<file path="config.mk">
export PLATFORM = sky130hd
export DESIGN_NAME = spi_sequencer
export DESIGN_NICKNAME = d
export VERILOG_FILES = /design/src/rtl/spi_sequencer_pkg.sv /design/src/rtl/spi_byte_shifter.sv /design/src/rtl/spi_sequencer.sv
export SDC_FILE = /design/constraint.sdc
export NUM_CORES = 1
export LEC_CHECK = 0
export BUFFER_PORTS_ARGS = -buffer_cell sky130_fd_sc_hd__clkbuf_2
export CAP_MARGIN = 15
export CORE_MARGIN = 1.5
export CORE_UTILIZATION = 40
export CTS_CLUSTER_DIAMETER = 80
export DETAILED_ROUTE_END_ITERATION = 8
export PLACE_DENSITY_LB_ADDON = 0.1
export SLEW_MARGIN = 20
export SYNTH_ARGS = -nofsm -noshare
export SYNTH_HDL_FRONTEND = slang
export SYNTH_SLANG_ARGS = --single-unit
</file>
<file path="constraint.sdc">
create_clock -name clk -period 7.3 [get_ports clk]
set_input_delay 0 -clock clk [delete_from_list [all_inputs] [get_ports clk]]
set_output_delay 0 -clock clk [all_outputs]
set_load 0.1 [all_outputs]
</file>
<file path="src/rtl/spi_sequencer_pkg.sv">
`default_nettype none
// ============================================================================
// Module   : spi_sequencer_pkg
// Brief    : Opcodes, instruction field positions and FSM states shared by
//            the display-link sequencer.
// Revision : 1.0 - initial release
// ============================================================================
package spi_sequencer_pkg;

   localparam logic [1:0] OP_CMD   = 2'b00;
   localparam logic [1:0] OP_DATA  = 2'b01;
   localparam logic [1:0] OP_DELAY = 2'b10;
   localparam logic [1:0] OP_END   = 2'b11;

   localparam int OPC_HI = 9;
   localparam int OPC_LO = 8;

   typedef enum logic [2:0] {
      ST_IDLE   = 3'd0,
      ST_FETCH  = 3'd1,
      ST_WAIT   = 3'd2,
      ST_DECODE = 3'd3,
      ST_SHIFT  = 3'd4,
      ST_DELAY  = 3'd5
   } state_t;

endpackage
`default_nettype wire

</file>
<file path="src/rtl/spi_byte_shifter.sv">
`default_nettype none
// ============================================================================
// Module   : spi_byte_shifter
// Brief    : MSB-first byte serializer advanced by serial-clock falling-edge
//            strobes; flags the edge that closes the byte.
// Revision : 1.0 - initial release
// ============================================================================
module spi_byte_shifter #(
   parameter int DATA_BITS = 8
) (
   input  logic                 clk,
   input  logic                 reset,
   input  logic                 load,
   input  logic [DATA_BITS-1:0] load_data,
   input  logic                 neg_edge,
   output logic                 byte_done,
   output logic                 mosi,
   output logic                 sclk_gate
);

   localparam int c_cnt_w = $clog2(DATA_BITS + 1);

   logic [DATA_BITS-1:0] r_sr;
   logic [c_cnt_w-1:0]   r_cnt;
   logic                 r_active;

   // The falling edge after the last bit only closes the gate.
   assign byte_done = r_active && neg_edge && (r_cnt == c_cnt_w'(DATA_BITS));

   always_ff @(posedge clk or negedge reset) begin
      if (!reset) begin
         r_sr      <= '0;
         r_cnt     <= '0;
         r_active  <= 1'b0;
         mosi      <= 1'b0;
         sclk_gate <= 1'b0;
      end else if (load) begin
         r_sr     <= load_data;
         r_cnt    <= '0;
         r_active <= 1'b1;
      end else if (r_active && neg_edge) begin
         if (byte_done) begin
            sclk_gate <= 1'b0;
            r_active  <= 1'b0;
         end else begin
            mosi      <= r_sr[DATA_BITS-1];
            r_sr      <= {r_sr[DATA_BITS-2:0], 1'b0};
            r_cnt     <= r_cnt + c_cnt_w'(1);
            sclk_gate <= 1'b1;
         end
      end
   end

endmodule
`default_nettype wire

</file>
<file path="src/rtl/spi_sequencer.sv">
`default_nettype none
// ============================================================================
// Module   : spi_sequencer
// Brief    : Fetches and executes CMD/DATA/DELAY/END instruction words,
//            driving MOSI, CS, D/C and the SCLK gate of the display link.
// Revision : 1.0 - initial release
// ============================================================================
module spi_sequencer
   import spi_sequencer_pkg::*;
#(
   parameter int MEM_ADDR_WIDTH = 16,
   parameter int MEM_BITS       = 10,
   parameter int DATA_BITS      = 8,
   parameter int DELAY_UNIT     = 1000,
   parameter int START_ADDR     = 0
) (
   input  logic                      clk,
   input  logic                      reset,
   input  logic                      sclkPosEdge,
   input  logic                      sclkNegEdge,
   input  logic                      start,
   output logic                      busy,
   output logic                      done,
   output logic                      wrapErr,
   output logic [MEM_ADDR_WIDTH-1:0] memAddr,
   input  logic [MEM_BITS-1:0]       memData,
   output logic                      mosi,
   output logic                      cs,
   output logic                      dc,
   output logic                      sclkGate
);

   localparam int c_delay_w = $clog2(((1 << DATA_BITS) - 1) * DELAY_UNIT + 1);
   localparam logic [c_delay_w-1:0] c_delay_unit = c_delay_w'(DELAY_UNIT);

   state_t                 r_state;
   state_t                 w_next;
   logic [MEM_BITS-1:0]    r_instr;
   logic                   r_target_dc;
   logic [c_delay_w-1:0]   r_delay;
   logic [1:0]             w_opc;
   logic [c_delay_w-1:0]   w_delay_load;
   logic                   w_accept;
   logic                   w_load;
   logic                   w_addr_inc;
   logic                   w_byte_done;

   assign w_opc        = r_instr[OPC_HI:OPC_LO];
   assign w_delay_load = c_delay_w'(r_instr[DATA_BITS-1:0]) * c_delay_unit;

   spi_byte_shifter #(
      .DATA_BITS (DATA_BITS)
   ) u_shifter (
      .clk       (clk),
      .reset     (reset),
      .load      (w_load),
      .load_data (r_instr[DATA_BITS-1:0]),
      .neg_edge  (sclkNegEdge),
      .byte_done (w_byte_done),
      .mosi      (mosi),
      .sclk_gate (sclkGate)
   );

   always_ff @(posedge clk or negedge reset) begin
      if (!reset) r_state <= ST_IDLE;
      else        r_state <= w_next;
   end

   // A start arriving in the done cycle is dropped, not queued.
   always_comb begin
      w_next     = r_state;
      w_accept   = 1'b0;
      w_load     = 1'b0;
      w_addr_inc = 1'b0;
      case (r_state)
         ST_IDLE: begin
            if (start && !done) begin
               w_accept = 1'b1;
               w_next   = ST_FETCH;
            end
         end
         ST_FETCH: w_next = ST_WAIT;
         ST_WAIT:  w_next = ST_DECODE;
         ST_DECODE: begin
            case (w_opc)
               OP_CMD, OP_DATA: begin
                  w_load = 1'b1;
                  w_next = ST_SHIFT;
               end
               OP_DELAY: w_next = ST_DELAY;
               default:  w_next = ST_IDLE;
            endcase
         end
         ST_SHIFT: begin
            if (w_byte_done) begin
               w_addr_inc = 1'b1;
               w_next     = ST_FETCH;
            end
         end
         ST_DELAY: begin
            if (r_delay == '0) begin
               w_addr_inc = 1'b1;
               w_next     = ST_FETCH;
            end
         end
         default: w_next = ST_IDLE;
      endcase
   end

   always_ff @(posedge clk or negedge reset) begin
      if (!reset) begin
         memAddr     <= MEM_ADDR_WIDTH'(START_ADDR);
         busy        <= 1'b0;
         done        <= 1'b0;
         wrapErr     <= 1'b0;
         cs          <= 1'b1;
         dc          <= 1'b0;
         r_instr     <= '0;
         r_target_dc <= 1'b0;
         r_delay     <= '0;
      end else begin
         done <= 1'b0;
         if (w_accept) begin
            memAddr <= MEM_ADDR_WIDTH'(START_ADDR);
            busy    <= 1'b1;
            wrapErr <= 1'b0;
         end
         if (r_state == ST_WAIT) r_instr <= memData;
         if (r_state == ST_DECODE) begin
            case (w_opc)
               OP_CMD, OP_DATA: r_target_dc <= w_opc[0];
               OP_DELAY: begin
                  cs      <= 1'b1;
                  r_delay <= w_delay_load;
               end
               default: begin
                  cs   <= 1'b1;
                  dc   <= 1'b0;
                  busy <= 1'b0;
                  done <= 1'b1;
               end
            endcase
         end
         // CS/DC settle on the first falling edge of a byte and hold after it.
         if ((r_state == ST_SHIFT) && sclkNegEdge && !w_byte_done) begin
            cs <= 1'b0;
            dc <= r_target_dc;
         end
         if ((r_state == ST_DELAY) && (r_delay != '0) && sclkPosEdge && !sclkNegEdge)
            r_delay <= r_delay - c_delay_w'(1);
         if (w_addr_inc) begin
            memAddr <= memAddr + MEM_ADDR_WIDTH'(1);
            if (&memAddr) wrapErr <= 1'b1;
         end
      end
   end

endmodule
`default_nettype wire

</file>
# Yosys cells after proc, flatten, opt, wreduce, memory -nomap -nowiden
# Cells that the tools add are included.
[classes] multipliers=1 eq_ne=14 n_mux=41 add_sub_neg=3 bitwise=2 n_reduce_logical=33
[op_table] operator="$mux 18" count=3
[op_table] operator="$mux 16" count=2
[op_table] operator="$mux 1" count=24
[op_table] operator="$mux 8" count=3
[op_table] operator="$logic_not 18->1" count=1
[op_table] operator="$pmux 3 s6" count=1
[op_table] operator="$reduce_bool 18->1" count=1
[op_table] operator="$sub 18x1->18 const B" count=1
[op_table] operator="$add 16x1->16 const B" count=1
[op_table] operator="$reduce_and 16->1" count=1
[op_table] operator="$mul 8x7->15 const B" count=1
[op_table] operator="$reduce_and 2->1" count=7
[op_table] operator="$mux 4" count=3
[op_table] operator="$reduce_bool 2->1" count=6
[op_table] operator="$mux 3" count=3
[op_table] operator="$logic_and 1x1->1" count=8
[op_table] operator="$ne 2x2->1 const B" count=4
[op_table] operator="$eq 3x2->1 const B" count=2
[op_table] operator="$eq 3x3->1 const B" count=2
[op_table] operator="$pmux 3 s2" count=1
[op_table] operator="$reduce_and 3->1" count=2
[op_table] operator="$add 4x1->4 const B" count=1
[op_table] operator="$eq 4x4->1 const B" count=1
[op_table] operator="$ne 2x1->1 const B" count=2
[op_table] operator="10 further kinds" count=13
[totals] output_inout_bits=23 wordCells=109 register_bits=68

# Depth between registers and ports, before layout
# Gate-level depths: netlist of run 1.
[depth] ltp_word=7 depth_mapped=14

# By module
# From an unflattened synthesis of run 1, not the netlist that was laid out.
[unflattened] hier_cells=510 area_unflattened_um2=4768.3
[modules_own_cells] module="spi_sequencer" cells_per_inst=429 seq_area_each_um2=1327.5 area_each_um2=4018.9 n_inst=1
[modules_own_cells] module="spi_byte_shifter" cells_per_inst=81 seq_area_each_um2=375.4 area_each_um2=749.5 n_inst=1

# Least setup slack after synthesis of run 1
# OpenSTA, ideal clock, no wires.
[synth_timing] kind="register to register" from="reg r_instr[1]" to="reg r_delay[17]" path_stages_with_launch=14 required_time_ns=7.163 setup_slack_ns=3.271 setup_time_ns=0.137 path_buffers=0 arrival_ns=3.892 cell_sequence="dfrtp_1 -> fa_1 -> inv_1 -> fa_1 -> fa_1 -> fa_1 -> inv_1 -> ha_1 -> o211ai_1 -> a21oi_1 -> a2111oi_0 -> nor3_1 -> xnor2_1 -> a21oi_1"
[synth_via] elab_chain_cells=4
[synth_lines] element="from (decl)" line="spi_sequencer.sv:38" text="logic [MEM_BITS-1:0] r_instr;"
[synth_lines] element="from (signal assigned)" line="spi_sequencer.sv:128" text="if (r_state == ST_WAIT) r_instr <= memData;"
[synth_lines] element="$mul 8x7->15" line="spi_sequencer.sv:49" text="assign w_delay_load = c_delay_w'(r_instr[DATA_BITS-1:0]) * c_delay_unit;"
[synth_lines] element="$mux 18" line="spi_sequencer.sv:130" text="case (w_opc)"
[synth_lines] element="$mux 18" line="spi_sequencer.sv:129" text="if (r_state == ST_DECODE) begin"
[synth_lines] element="$mux 18" line="spi_sequencer.sv:149" text="if ((r_state == ST_DELAY) && (r_delay != '0) && sclkPosEdge && !sclkNegEdge)"
[synth_lines] element="to (signal assigned)" line="spi_sequencer.sv:134" text="r_delay <= w_delay_load;"
[synth_lines] element="to (signal assigned)" line="spi_sequencer.sv:150" text="r_delay <= r_delay - c_delay_w'(1);"
[synth_lines] element="to (decl)" line="spi_sequencer.sv:40" text="logic [c_delay_w-1:0] r_delay;"
# Every way passes these cells. The select of a mux whose other input is x is not followed.
# A chain may end at the register's enable or synchronous reset.

# Worst setup path after layout of run 1
[layout_timing] from="reg r_instr[5]" to="reg r_delay[17]"
# Same word-level chain as after synthesis.

==> impl_results.md, run 1 <==
* Area contributors post-synth: dfrtp_1 (35%), ha_1 (11%), fa_1 (8.8%), nand2_1 (3.6%), o21ai_0 (3.6%)
* Final setup fails at 0
* Yosys top cell by area: dfrtp_1
* Mean routed wirelength per cell at 14.7 µm
* Vias per inst at 5.36
* Final Cycle Share at between 50% and 60%
* Worst r2r dst: r_delay[17]
* Drt drc at 7
* Fraction of registers with async set/reset at between 90% and 100%
* WHS Endpoint: dc
* Initial Util at around 41%
* Clk pin slew, worst setup/hold paths at 0.06 ns
* GRT Total Usage at ~17%
* Critical Path AT at ~4.5 ns
* CP endpoint kind: flip-flop
* RSZ-0062 raised after global routing: false
* Final Hold Viols at 0
* Clock tree sinks at 68
* Hold wc startpoint: sclkNegEdge
* Hold path depth at 3
* Post-synth top flop: dfrtp_1
* I/O pin count at 38
* CP Data Required Time at ~7.5 ns
* Wirelength, routed at 10100 µm
* Syn_nets at between 500 and 600
* Initial antenna violation count at 0
* Met1 Use GR at between 20% and 30%
* Detailed Routing Iterations Pass 1 at 7
* Commonest non-fill, non-tap cell in the layout: dfrtp_1
* Die Ht at about 110 µm
* Synth unique cells at 60
* Worst reg2reg path depth at 13
* Worst-path fanout max at 6
* CP Launch Type: flip-flop
* Met2 usage at 25.9%
* GR Overflow Total at 0
* Most frequent cells in the layout: dfrtp_1 (67), nand2_1 (46), inv_1 (45)
* Routability congestion estimate at 0.791
* Post-synthesis cell count at between 400 and 500
* FF-to-FF setup slack at between 3 and 4 ns
* H-tree depth at 3
* Sequential area share after synthesis at a little over a third
* First-pass GRT wire length at 17400 µm
* Worst reg2reg startpoint: r_instr[5]
* F_max at about 230 MHz
* CTS Buf Count at 9
* Post-CTS Hold Fix Bufs at 11
* Number of synthesized flops with an enable pin at 0
* Final ANT Viol Nets at 0
* Dpl hpwl at between 7000 and 8000 µm
* Fillers at approximately 1100
* # resized after CTS at 0
* Least-Margin Pin Slew at ~1.0 ns
* Setup TNS at 0 ns
* Status: finished, violations left
* Share of the synthesized area in the top cell type at a little over a third
* Synth Cell Area at between 4000 and 5000 µm²
* Share of cells above drive strength 1 at about 14%
* Busiest layer in global routing: met2
* Max Cap Viol at 0
* Die ar. at approximately 13000 µm²
* Root Buffer: clkbuf_16
* Fin. max-slew vios at 0
* Failing checks: DRC
* CTS tree: yes
* Core Footprint at between 10000 and 15000 µm²
* Seq cells post-synth at slightly below 70
* Nets@finish at 614
* Worst rel slew slack at between 30% and 40%
* Area Overhead vs Synth at 15.6%
* Antenna Cells at 0
* Clock Skews at ~0.0050 ns
* DR iter-0 viols at between 200 and 250
* Vias at roughly 3700
* Die width at approximately 110 µm
* Crit path kind: reg -> reg
* Worst skew pair latency at around 0.34 ns
* Largest net degree at the start of global routing at ~70
* Post-CTS setup buffer count at 0
* Vias in the first global route at 3527
* Syn_area_per_cell at just under 10 µm²
* Grt met3 use at 4.68%
* I/O Buffers at 37
* Synth warn at 0
* CTS max path bufs at 2
* Minimum clock period after layout at ~4.3 ns
* Cell Rows at 39
* HP Class: in -> reg
## cells by family (layout without fill, tap and decap cells)
| family | count (synthesis) | in the layout | share of synthesized area [%] |
|---|---|---|---|
| fa+ha+maj | 64 | 64 | 20.2 |
| xor+xnor | 16 | 16 | 2.95 |
| compound gates | 111 | 111 | 15.1 |
| flops | 68 | 68 | 35.8 |
| buf+inv | 62 | 112 | 5.19 |
| mux | 19 | 19 | 4.16 |
| simple gates | 149 | 149 | 16.6 |
## routing by layer
metal  up-vias  routed length, µm
li1       1820                  -
met1      1762               5100
met2        57               4430
met3        17                320
met4         0                206
met5         -                  0
## worst max path at each step
stage | startpoint | endpoint
after global placement | r_instr[1] | r_delay[17]
after floorplan | r_instr[1] | r_delay[17]
after detailed placement | r_instr[5] | r_delay[17]
after global routing | r_instr[5] | r_delay[17]
final | r_instr[5] | r_delay[17]
after CTS | r_instr[5] | r_delay[17]
## sequential cells by signal (all words and copies together) (netlist names), 3 cells and up
name	cells
memAddr	16
r_delay	18
r_instr	10
r_state	3
u_shifter.r_cnt	4
u_shifter.r_sr	8
## worst max-delay path, cell delays in order (launching register included)
cell and delay [ns]:
dfrtp_1 0.53, inv_1 0.19, fa_1 0.51, inv_1 0.05, fa_1 0.53, fa_1 0.42, ha_1 0.30, ha_1 0.36
a211oi_1 0.30, o211ai_1 0.20, a2111oi_0 0.38, nor3_1 0.12, xnor2_1 0.16, a21oi_1 0.08
## synth_stat cells (2+ instances only)
master and number:
inv_1 45, ha_1 43, xnor2_1 10, a21boi_0 2, nor2b_1 4, and3b_1 2, o311ai_0 4, or3_1 6
fa_1 21, nor3b_1 3, buf_2 5, o211ai_1 9, o21ai_1 2, o31ai_1 3, nand3_1 10, o21ai_0 34
nand4b_1 2, a22o_1 3, a31oi_1 6, nand4_1 4, and3_1 7, xor2_1 6, nand2_1 46, nor3_1 14
a21oi_1 20, o2bb2ai_1 2, o21a_1 2, clkbuf_1 9, dfrtp_1 67, nor2_1 26, a211oi_1 6, mux2_2 6
mux2i_1 13, nor4_1 3, or4_4 2, a311oi_1 3, nand2b_1 8, or4_1 4, a21o_1 5, buf_4 2
## through the flow
| step | worst slack, ns | instance area [µm²] | util [%] | hold slack, ns | cells |
|---|---|---|---|---|---|
| final | 3.04 | 5490 | 47.7 | 0.0674 | 682 |
| after global routing | 2.75 | 5490 | 47.7 | 0.0962 | 682 |
| after CTS | 3.02 | 5490 | 47.7 | 0.0561 | 682 |
| after detailed placement | 3.03 | 5070 | 44.1 | 0.216 | 656 |
| after global placement | 3.07 | 5070 | 44.1 | 0.210 | 656 |
| after floorplan | 3.27 | 4750 | - | -0.296 | 489 |
## final cells by class
class,count,area (µm²),area share (%)
clock buffer,10,229,4.17
clock inverter,5,77.6,1.41
inverter,45,169,3.08
multi-input combinational,359,2810,51.2
sequential,68,1700,31.0
tap,143,179,3.26
timing repair buffer,52,325,5.92
Power of run 1 is not shown: default switching activity piles up to over one toggle a cycle in this logic, so the estimate is an artifact.
==> inputs of run 2 (changes only) <==
ABC_AREA = 1   (was default)
clock period = 3.5 ns   (was 7.3 ns; I/O delays follow)
==> run 2 against run 1 <==
The flow finishes with violations (setup timing). Sequential share of layout area is 4.2 points lower. Cell area is 16% higher. Utilization is 2.8 points higher. Clock-buffer cell count is 1 higher. First-iteration DRC count is 18% lower. Synthesized area is 8.0% higher. Synthesized cell count is 38% higher. Register-to-register slack worse by 3.1 ns. Setup slack worse by 3.1 ns. Critical path type unchanged. Highest routed layer unchanged.
==> impl_results.md, run 2 <==
* Regs by FF count: r_delay x18, memAddr x16, r_instr x10 (unchanged)
* Routability congestion estimate at 0.809 (was 0.791)
* Post-synth top flop: dfrtp_1 (unchanged)
* Pwr Density at 367 nW/µm²
* Worst rel slew slack at 56.2% (was 31.4%)
* Sequential area share after synthesis at 33.2% (was 35.8%)
* Fraction of registers with async set/reset at 100% (unchanged)
* Largest register FFs at 18 (unchanged)
* Syn_nets at 755 (was 568)
* Setup TNS at -0.372 ns (was 0 ns)
* H-tree depth at 3 (unchanged)
* Leakage at between 3 and 4 nW
* Status: finished, violations left (unchanged)
* CTS Buf Count at 9 (unchanged)
* GR Overflow Total at 0 (unchanged)
* Dpl hpwl at 9040 µm (was 7340 µm)
* Synth Area in XOR/XNOR at 3.41% (was 2.95%)
* CP endpoint kind: flip-flop (unchanged)
* Area contributors post-synth: dfrtp_1 (33%), nand2_1 (16%), ha_1 (10%), fa_1 (8.2%), inv_1 (7.6%) (was dfrtp_1 (35%), ha_1 (11%), fa_1 (8.8%), nand2_1 (3.6%), o21ai_0 (3.6%))
* Number of synthesized flops with an enable pin at 0 (unchanged)
* I/O Buffers at 37 (unchanged)
* Antenna Cells at 0 (unchanged)
* Final worst slack at -0.0877 ns (was 3.04 ns)
* RSZ-0062 raised after global routing: true (was false)
* Area Overhead vs Synth at 23.7% (was 15.6%)
* GRT Total Usage at 19.5% (was 17.5%)
* Wirelength, routed at 11900 µm (was 10100 µm)
* Drt drc at 0 (was 7)
* Fin. max-slew vios at 0 (unchanged)
* Largest net degree at the start of global routing at 42 (was 69)
* Complex-gate fraction of the synthesized area at 7.24% (was 15.1%)
* Failing checks: setup timing (was DRC)
* Commonest cells post-synth: nand2_1 (215), inv_1 (104), dfrtp_1 (67), nor2_1 (52), ha_1 (43) (was dfrtp_1 (67), nand2_1 (46), inv_1 (45), ha_1 (43), o21ai_0 (34))
* F_max at 279 MHz (was 235 MHz)
* CTS max path bufs at 2 (unchanged)
* I/O pin count at 38 (unchanged)
* Worst skew pair latency at 0.34 ns (about the same)
* Critical Path AT at 3.81 ns (was 4.48 ns)
* Final Cycle Share at 103% (was 58.4%)
* Multiplexer area fraction after synthesis at 0% (was 4.16%)
* Non-filler cells, final at 933 (was 682)
* Min Hold Slack at 0.0746 ns (was 0.0674 ns)
* Cell Rows at 41 (was 39)
* Clk pin slew, worst setup/hold paths at 0.05 ns (was 0.06 ns)
* Core Footprint at 12600 µm² (was 11500 µm²)
* Seq cells post-synth at 68 (unchanged)
* HP Class: in -> reg (unchanged)
* Crit path kind: reg -> reg (unchanged)
* Syn_area_per_cell at 7.59 µm² (was 9.72 µm²)
* Peak VDD IR at between 0.3 and 0.4 mV
* Die width at 116 µm (was 112 µm)
* Most frequent cells in the layout: nand2_1 (199), inv_1 (93), dfrtp_1 (66) (was dfrtp_1 (67), nand2_1 (46), inv_1 (45))
* Placed Cells at 905 (was 656)
* Minimum clock period after layout at 3.59 ns (was 4.26 ns)
* Share of the synthesized area in the top cell type at 32.7% (was 35.3%)
* DR iter-0 viols at 176 (was 215)
* CTS tree: yes (unchanged)
* Die ar. at 13500 µm² (was 12500 µm²)
* Main combinational cell family by area after synthesis: simple AND/OR/NAND/NOR gates (was adder cells)
* Initial Util at 40.8% (was 41.3%)
* Final ANT Viol Nets at 0 (unchanged)
* Vias at 4428 (was 3656)
* Yosys top cell by area: dfrtp_1 (unchanged)
* Final Hold Viols at 0 (unchanged)
* Post-Synth Adder-Cell Area at 18.7% (was 20.2%)
* First-pass GRT wire length at 20500 µm (was 17400 µm)
* CP Launch Type: flip-flop (unchanged)
* Count leader, synth: nand2_1 (was dfrtp_1)
* Final setup fails at 7 (was 0)
* Worst-path fanout max at 4 (was 6)
* Share of cells above drive strength 1 at 20.4% (was 13.9%)
* Vias per inst at 4.75 (was 5.36)
* Nets@finish at 836 (was 614)
* Clock Skews at 0.00701 ns (was 0.00497 ns)
* Max Cap Viol at 0 (unchanged)
* Synth Cell Area at 5130 µm² (was 4750 µm²)
* Commonest non-fill, non-tap cell in the layout: nand2_1 (was dfrtp_1)
* Detailed Routing Iterations Pass 1 at 5 (was 7)
* Least-Margin Pin Slew at 0.655 ns (was 1.02 ns)
* Simple-gate portion of the synthesized area at 28.7% (was 16.6%)
* Root Buffer: clkbuf_16 (unchanged)
* Mean routed wirelength per cell at 12.8 µm (was 14.7 µm)
* Initial antenna violation count at 0 (unchanged)
* Vias in the first global route at 4424 (was 3527)
* Synth unique cells at 35 (was 60)
* Die Ht at 116 µm (was 112 µm)
* Biggest register: r_delay (unchanged)
* Clock tree sinks at 68 (unchanged)
* Post-synthesis cell count at 676 (was 489)
* Synth warn at 0 (unchanged)
* CP Data Required Time at 3.73 ns (was 7.52 ns)
[run 2: cells by family (layout without fill, tap and decap cells)]
logic type	Yosys count	in the layout
AND/OR/NAND/NOR	345	345
buffers and inverters	116	201
flip-flops	68	68
adder cells (fa/ha/maj)	64	64
AO/OA/AOI/OAI	63	63
XOR/XNOR	20	20
[run 2: through the flow]
stage / setup slack (ns) / util (%) / instance area [µm²] / power, mW
finish: -0.0877 / 50.5 / 6350 / 2.33
global route: -0.265 / 50.5 / 6350 / 2.47
CTS: -0.104 / 49.4 / 6210 / 2.37
detailed placement: -0.138 / 45.6 / 5730 / 1.44
global placement: -0.136 / 45.6 / 5730 / 1.42
floorplan: 0.00147 / - / 5160 / 1.32
[run 2: final cells by class]
class	count	area [µm²]
Timing Repair Buffer	77	519
Tap cell	172	215
Fill cell	1256	6220
Multi-Input combinational cell	492	3210
Sequential cell	68	1700
Clock buffer	11	243
Inverter	109	409
Clock inverter	4	50.0
[run 2: metal layers]
layer / GRT usage (%) / vias up / share of wire [%]
li1: - / 2292 / -
met1: 25.3 / 2064 / 48
met2: 32.2 / 61 / 47
met3: 5.45 / 11 / 3.9
met4: 5.12 / 0 / 1.1
met5: 0 / - / 0
[run 2: final timing paths]
kind	to	slack (ns)	startpoint	cells past startpoint
worst max-delay path	r_delay[17]	-0.09	r_instr[1]	18
worst min-delay path	r_state[0]	0.07	start	5
worst max register to register	r_delay[17]	-0.09	r_instr[1]	18
worst min register to register	u_shifter.r_active	0.48	u_shifter.r_active	2
max in group asynchronous	r_instr[1]	2.81	reset	3
min in group asynchronous	r_delay[17]	0.23	reset	3
[run 2: repair_timing]
item / CTS / global route
hold endpoints to repair: 79 / 0
pin swaps: 8 / 23
gates resized for setup: 21 / 34
buffers inserted: 0 / 2
hold buffers: 12 / 0
setup endpoints to repair: 8 / 9
[run 2: worst max-delay path, stage by stage, from the launching register on]
cell     delay, ns
dfrtp_2       0.44
fa_1          0.53
inv_1         0.05
fa_1          0.46
fa_1          0.49
fa_1          0.50
inv_2         0.04
ha_4          0.29
nand2_2       0.05
nand2_2       0.07
nand2_2       0.06
nand2_2       0.09
nand2_2       0.06
nand3_2       0.07
nand2_1       0.04
nand3_1       0.07
nand2_1       0.06
nand2_1       0.05
nand2_1       0.05
[run 2: report_power, final]
group          switching, mW  leakage, nW  internal (mW)
Sequential            0.0901        0.819          0.904
Combinational          0.298         2.26          0.147
Clock                  0.329        0.138          0.565
Total                  0.717         3.22           1.62
Note: power is estimated with default switching activity, not from simulation.
==> inputs of run 3 (changes only) <==
CTS_BUF_LIST = sky130_fd_sc_hd__clkbuf_8   (was default)
==> run 3 against run 2 <==
The flow still finishes with violations (setup timing). Sequential power barely moved. Maximum frequency fell by 0.18%. Global-route usage fell by 0.16 points. Total power fell by 11%. Final cell count did not move. Register-to-register slack barely moved. Hold slack got worse by 0.019 ns. Critical path depth did not move. Setup slack got worse by 0.0066 ns. Wire length rose by 0.75%. Largest cell class unchanged.
==> impl_results.md, run 3 (synthesis gave the netlist of run 2 again) <==
* Status: finished, violations left (unchanged)
* Failing checks: setup timing (unchanged)
* Area Overhead vs Synth at 21.9% (was 23.7%)
* CTS Buf Count at 9 (unchanged)
* Worst skew pair latency at 0.36 ns (was 0.34 ns)
* Fillers at 1263 (was 1256)
* Mean routed wirelength per cell at 12.9 µm (was 12.8 µm)
* Detailed Routing Iterations Pass 1 at 5 (unchanged)
* Dpl hpwl at 9040 µm (unchanged)
* I/O pin count at 38 (unchanged)
* Critical-path top delay cell: fa_1 (unchanged)
* Largest net degree at the start of global routing at 42 (unchanged)
* Critical Path AT at 3.84 ns (was 3.81 ns)
* RSZ-0062 raised after global routing: true (unchanged)
* Final Cycle Share at 103% (about the same)
* Non-filler cells, final at 933 (unchanged)
* DR iter-0 viols at 170 (was 176)
* Root Buffer: clkbuf_8 (was clkbuf_16)
* Crit path largest cell delay at 0.53 ns (about the same)
* Routability congestion estimate at 0.809 (unchanged)
* Fin. max-slew vios at 0 (unchanged)
* Crit path kind: reg -> reg (unchanged)
* GR Overflow Total at 0 (unchanged)
* Worst rel slew slack at 55.3% (was 56.2%)
* Peak VDD IR at 0.392 mV (about the same)
* HP Class: in -> reg (unchanged)
* Pwr Density at 332 nW/µm² (was 367 nW/µm²)
* Vias at 4417 (was 4428)
* Setup WS pre-CTS at -0.138 ns (unchanged)
* CP Launch Type: flip-flop (unchanged)
* Clk pin slew, worst setup/hold paths at 0.07 ns (was 0.05 ns)
* Die Ht at 116 µm (unchanged)
* Max Cap Viol at 0 (unchanged)
* Die ar. at 13500 µm² (unchanged)
* Final worst slack at -0.0943 ns (was -0.0877 ns)
* Total length of routed met2 wires at 5690 µm (was 5650 µm)
* GRT Total Usage at 19.3% (was 19.5%)
* Biggest register: r_delay (unchanged)
* Placed Cells at 905 (unchanged)
* Least-Margin Pin Slew at 0.668 ns (was 0.655 ns)
* Leakage at 3.19 nW (was 3.22 nW)
* Top sig layer: met4 (unchanged)
* Cell breakdown of the critical path: fa_1 -> inv_1 -> fa_1 -> fa_1 -> fa_1 -> inv_2 -> ha_4 -> nand2_2 -> nand2_2 -> nand2_2 -> nand2_2 -> nand2_2 -> nand3_2 -> nand2_1 -> nand3_1 -> nand2_1 -> nand2_1 -> nand2_1 (unchanged)
* Met1 wire length at 5730 µm (was 5680 µm)
* Vias per inst at 4.73 (was 4.75)
* CP Data Required Time at 3.75 ns (was 3.73 ns)
* Commonest non-fill, non-tap cell in the layout: nand2_1 (unchanged)
* Core Footprint at 12600 µm² (unchanged)
* Final core occ at 49.8% (was 50.5%)
* Crit path top cell by count: nand2_2 (unchanged)
* Final Hold Viols at 0 (unchanged)
* Crit path max-delay family: adder cells (unchanged)
* Clock tree sinks at 68 (unchanged)
* F_max at 278 MHz (was 279 MHz)
* H-tree depth at 3 (unchanged)
* Min Hold Slack at 0.0555 ns (was 0.0746 ns)
* Metal3 WL at 478 µm (was 471 µm)
* Minimum clock period after layout at 3.59 ns (about the same)
* Regs by FF count: r_delay x18, memAddr x16, r_instr x10 (unchanged)
* Final ANT Viol Nets at 0 (unchanged)
* Largest register FFs at 18 (unchanged)
* Most frequent cells in the layout: nand2_1 (199), inv_1 (97), dfrtp_1 (66) (was nand2_1 (199), inv_1 (93), dfrtp_1 (66))
* CP bufs+invs at 2 (unchanged)
* CTS tree: yes (unchanged)
* Wirelength, routed at 12000 µm (was 11900 µm)
* Antenna Cells at 0 (unchanged)
* Worst-path fanout max at 4 (unchanged)
* Initial antenna violation count at 0 (unchanged)
* Share of cells above drive strength 1 at 20.1% (was 20.4%)
* Clock Skews at 0.0111 ns (was 0.00701 ns)
* Vias in the first global route at 4427 (was 4424)
* I/O Buffers at 37 (unchanged)
* Drt drc at 0 (unchanged)
* Nets@finish at 836 (unchanged)
* Initial Util at 40.8% (unchanged)
* Final setup fails at 7 (unchanged)
* Die width at 116 µm (unchanged)
* CP endpoint kind: flip-flop (unchanged)
* Cell Rows at 41 (unchanged)
* CTS max path bufs at 2 (unchanged)
* First-pass GRT wire length at 20400 µm (was 20500 µm)
-- run 3: path summary, 6_finish.rpt --
path	startpoint	to	slack (ns)	depth (start not counted)
max in group asynchronous	reset	r_instr[1]	2.83	3
min in group asynchronous	reset	r_delay[17]	0.21	3
setup reg to reg	r_instr[1]	r_delay[17]	-0.09	18
hold / removal	start	r_state[0]	0.06	5
hold reg to reg	u_shifter.r_active	u_shifter.r_active	0.48	2
setup / recovery	r_instr[1]	r_delay[17]	-0.09	18
-- run 3: power by group --
group	switching [mW]	internal, mW
logic	0.298	0.147
registers	0.0913	0.902
clock network	0.299	0.340
total	0.688	1.39
-- run 3: area by class of cell --
class	instances	area [µm²]	share of cell area, %
clock buffers	10	138	2.20
well taps	172	215	3.44
clock inverters	5	53.8	0.859
repair buffers	77	515	8.24
inverters	109	409	6.54
multi-input cells	492	3220	51.5
flip-flops and latches	68	1700	27.2
-- run 3: per-stage QoR --
| stage | total power, mW | cell area, µm² | TNS, ns |
|---|---|---|---|
| after floorplan | 1.32 | 5160 | 0 |
| after global placement | 1.42 | 5730 | -0.551 |
| after detailed placement | 1.44 | 5730 | -0.768 |
| after CTS | 2.11 | 6110 | -0.542 |
| after global routing | 2.21 | 6260 | -1.73 |
| final | 2.08 | 6260 | -0.439 |
-- run 3: timing repair --
| item | 4_1_cts | 5_1_grt |
|---|---|---|
| buffers inserted | 0 | 1 |
| pin swaps | 10 | 12 |
| hold buffers | 12 | 0 |
| hold endpoints to repair | 79 | 0 |
| resized for setup | 21 | 30 |
| endpoints found under the setup margin | 8 | 9 |
-- run 3: per-layer routing --
| metal | track usage [%] | vias to the layer above |
|---|---|---|
| met5 | 0 | - |
| met4 | 5.20 | 0 |
| met3 | 5.14 | 9 |
| met2 | 32.2 | 58 |
| met1 | 25.0 | 2058 |
| li1 | - | 2292 |
-- run 3: worst min-delay path, stage by stage --
cell and delay [ns]:
clkbuf_2 0.08, inv_1 0.06, o21ai_0 0.09, nand2_1 0.06
o21ai_0 0.07
